$ cat config.mk
export PLATFORM = sky130hd
export DESIGN_NAME = mac_accumulate
export DESIGN_NICKNAME = d
export VERILOG_FILES = /design/src/rtl/test_mac_pkg.sv /design/src/rtl/mac_accumulate.sv
export SDC_FILE = /design/constraint.sdc
export NUM_CORES = 1
export LEC_CHECK = 0
export ABC_AREA = 1
export BUFFER_PORTS_ARGS = -buffer_cell sky130_fd_sc_hd__buf_4
export CORE_ASPECT_RATIO = 0.6
export CORE_MARGIN = 1.5
export CORE_UTILIZATION = 55
export DETAILED_ROUTE_END_ITERATION = 12
export GPL_TIMING_DRIVEN = 1
export PLACE_DENSITY = 0.81
export SLEW_MARGIN = 5
export SYNTH_ARGS = -nofsm -noshare
export SYNTH_HDL_FRONTEND = slang
export SYNTH_SLANG_ARGS = --single-unit
$ cat constraint.sdc
create_clock -name vclk -period 20.6
set_input_delay 6.18 -clock vclk [all_inputs]
set_output_delay 6.18 -clock vclk [all_outputs]
set_load 0.05 [all_outputs]
$ cat src/rtl/test_mac_pkg.sv
// Shared widths and types for the systolic-array processing element.
// Optional saturating accumulation is selected with TEST_MAC_SATURATE_EN.
package test_mac_pkg;

  localparam int DATA_WIDTH_DEFAULT = 32;

  typedef logic [DATA_WIDTH_DEFAULT-1:0]   data_t;
  typedef logic [2*DATA_WIDTH_DEFAULT-1:0] prod_t;

endpackage

$ cat src/rtl/mac_accumulate.sv
// Combinational multiply-accumulate step: next_acc = acc + a*b (unsigned).
// Wraps modulo 2^DATA_WIDTH by default; saturates when TEST_MAC_SATURATE_EN is defined.
module mac_accumulate
  import test_mac_pkg::*;
#(
  parameter int DATA_WIDTH = DATA_WIDTH_DEFAULT
) (
  input  logic [DATA_WIDTH-1:0] acc,
  input  logic [DATA_WIDTH-1:0] a,
  input  logic [DATA_WIDTH-1:0] b,
  output logic [DATA_WIDTH-1:0] next_acc
);

`ifdef TEST_MAC_SATURATE_EN
  logic [2*DATA_WIDTH-1:0] prod_s;
  logic [DATA_WIDTH:0]     sum_s;

  // Full-width product; any high product bit or adder carry pins the result at all ones.
  always_comb begin
    prod_s = {{DATA_WIDTH{1'b0}}, a} * {{DATA_WIDTH{1'b0}}, b};
    sum_s  = {1'b0, acc} + {1'b0, prod_s[DATA_WIDTH-1:0]};
    if ((prod_s[2*DATA_WIDTH-1:DATA_WIDTH] != {DATA_WIDTH{1'b0}}) || sum_s[DATA_WIDTH]) begin
      next_acc = {DATA_WIDTH{1'b1}};
    end else begin
      next_acc = sum_s[DATA_WIDTH-1:0];
    end
  end
`else
  logic [DATA_WIDTH-1:0] prod_lo_s;

  // Only the low product bits can reach a wrapping accumulator, so the high half is never built.
  always_comb begin
    prod_lo_s = a * b;
    next_acc  = acc + prod_lo_s;
  end
`endif

endmodule

# Word-level counts from Yosys, hierarchy flattened
# Index checks and enable logic that the tools add are counted.
op_classes:
  add_sub_neg: 1
  multipliers: 1
op_table:
  columns: ["operator", "count"]
  rows:
  - ["$add 32x32->32", 1]
  - ["$mul 32x32->32", 1]
totals:
  reg_bits: 0
  in_bits: 96
  output_inout_bits: 32
  wordCells: 2

# Longest topological paths before layout
logic_depth:
  depth_word: 2
  ltp_mapped: 34
  ltp_nobuf: 32

# Worst setup path after synthesis
# OpenSTA, ideal clock, no wires.
synth_timing:
  kind: "input-to-output"
  from: "in b[3]"
  to: "out next_acc[30]"
  arrival_time_ns: 12.948
  required_ns: 14.420
  setup_slack_ns: 1.472
  stages: 27
  cell_sequence: "clkbuf_1 -> buf_1 -> nand2_1 -> inv_1 -> fa_1 -> fa_1 -> fa_1 -> inv_1 -> fa_1 -> inv_1 -> fa_1 -> inv_1 -> fa_1 -> inv_1 -> fa_1 -> inv_1 -> fa_1 -> inv_1 -> ha_1 -> nand2_1 -> nor4_1 -> nand3b_1 -> nand3_1 -> nand3_1 -> nand2_1 -> a21oi_1 -> xnor2_1"
synth_between:
  elab_chain_cells: 2
synth_rtl:
  columns: ["item", "line", "rtl"]
  rows:
  - ["from (decl)", "mac_accumulate.sv:10", "input logic [DATA_WIDTH-1:0] b,"]
  - ["$mul 32x32->32", "mac_accumulate.sv:33", "prod_lo_s = a * b;"]
  - ["$add 32x32->32", "mac_accumulate.sv:34", "next_acc = acc + prod_lo_s;"]
  - ["to (decl)", "mac_accumulate.sv:11", "output logic [DATA_WIDTH-1:0] next_acc"]
# Every way passes these cells.

# Final worst setup path
layout_timing:
  from: "in b[0]"
  to: "out next_acc[31]"
# Same word-level chain as after synthesis.

==> impl_metrics.yaml <==
finish:
  mostFrequentLayoutCells: "inv_1, nand2_1, fa_1"
  clock_buffers: 0
  final_common_cell: "inv_1"
  diodes: 0
  seq_cell_count: 0
  regArea_um2: 0
  nets: 3157
  multi_input_area_mm2: 0.0141
  design_area_mm2: 0.0190
  layout.cells.non_filler: 2921
  final_util_pct: 58.9
  syn2layout_area_growth_pct: 5.94
  n_fill_cell: 2862
  drive_above_1_share_pct: 5.77
floorplanning:
  die_y_um: 143
  std_cell_rows: 51
  die_area_mm2: 0.0338
  die_width_um: 236
  start_util_pct: 55.6
  io-pin-count: 128
  core-area_mm2: 0.0323
synth:
  synth_top_area_share_pct: 48.8
  synthTopCellsByArea: "fa_1, inv_1, nand2_1, ha_1, clkbuf_1"
  synth_fp_nets: 3129
  synth_cells: 2471
  avgSynthCellArea_um2: 7.27
  yosysTopAreaCell: "fa_1"
  syn_area_mm2: 0.0180
  synth_cell_types: 31
  yosysSeqAreaShare_pct: 0
  yosysWarnings: 0
grt:
  grt_max_degree: 33
  overflow: 0
  grtUsageTotal_pct: 30.0
  antenna_found_initial: 0
  grt_pass1_wl_mm: 79.7
  grt_pass1_vias: 15764
detailed_routing:
  ant_nets: 0
  drc: 0
  initialDrtViolationCount: 1482
  drt_first_pass_iters: 6
  viasPerCell: 4.99
  wl_per_cell_um: 16.3
  vias: 14569
  wl_mm: 47.7
sta:
  worst_pin_slew_ns: 0.516
  rsz0062_at_grt: "false"
  tns_ns: 0
  relSlewSlack_pct: 65.6
  finalCriticalPeriod_ns: 19.19
  period_share_pct: 93.2
  finalMaxSlewViolations: 0
  setup_violations: 0
  hold_violations: 0
  max_freq_mhz: 52.1
setup_path:
  crit_path_max_fanout: 32
  cp.arrival_ns: 13.01
  cp-end-kind: "output pin"
  crit_path_start_kind: "input pin"
  path_class: "in -> out"
  cp_top_family: "adder cells"
  crit_slowest_cell: "fa_1"
  worstPathRequired_ns: 14.42
  cp_slowest_stage_delay_ns: 0.55
  crit_buf_inv: 10
placed_design:
  dp_cells: 2921
  dpl_cell_area_mm2: 0.0190
  io_buffers: 128
  gp_congestion: 0.917
  dpl.hpwl_mm: 40.6
cts:
  cts_resized: 0
  post_cts_buffers: 0
  ctsHoldBuffers: 0
run:
  drv_cap: 0
outcome:
  status: "completed"
min_path:
  hp-class: "in -> out"
-- final cells by class --
cell class | instances | share of cell area [%]
Tap cell | 424 | 2.79
Multi-Input combinational cell | 1443 | 73.9
Timing Repair Buffer | 128 | 5.05
Inverter | 926 | 18.3
-- synth_stat cells, drive strengths merged --
cell	number
inv	925
nand2	704
fa	438
ha	124
clkbuf	68
nand3	39
buf	34
a21oi	32
nor2	25
xor2	22
xnor2	15
o21ai	14
nand3b	7
nor3	5
o21bai	5
a21o	3
nand4	3
nor4	2
o21a	2
a21boi	1
a31oi	1
clkinv	1
or2	1
-- layer usage --
layer / GRT usage (%) / share of wire [%] / vias up
met1: 42.9 / 42 / 7018
met4: 7.73 / 3.0 / 0
met5: 0 / 0 / -
li1: - / - / 6691
met2: 47.9 / 45 / 768
met3: 5.14 / 11 / 92
-- final timing paths --
check / start / end / slack (ns) / depth (start not counted)
max: b[0] / next_acc[31] / 1.41 / 27
min: acc[0] / next_acc[0] / 12.75 / 3
-- per-stage QoR --
stage	hold slack, ns	setup slack, ns
after floorplan	12.74	1.47
after global placement	12.74	1.56
after detailed placement	12.75	1.47
after CTS	12.76	1.44
after global routing	12.78	1.12
final	12.75	1.41
-- cells by family (layout without fill, tap and decap cells) --
kind of cell	Yosys count	count (layout)	synth area share, %
buf+inv	1028	1054	21.7
fa+ha+maj	562	562	57.5
compound gates	58	58	1.96
xor+xnor	37	37	1.80
simple gates	786	786	17.0
Power is not shown: default switching activity piles up to over one toggle a cycle in this logic, so the estimate is an artifact.
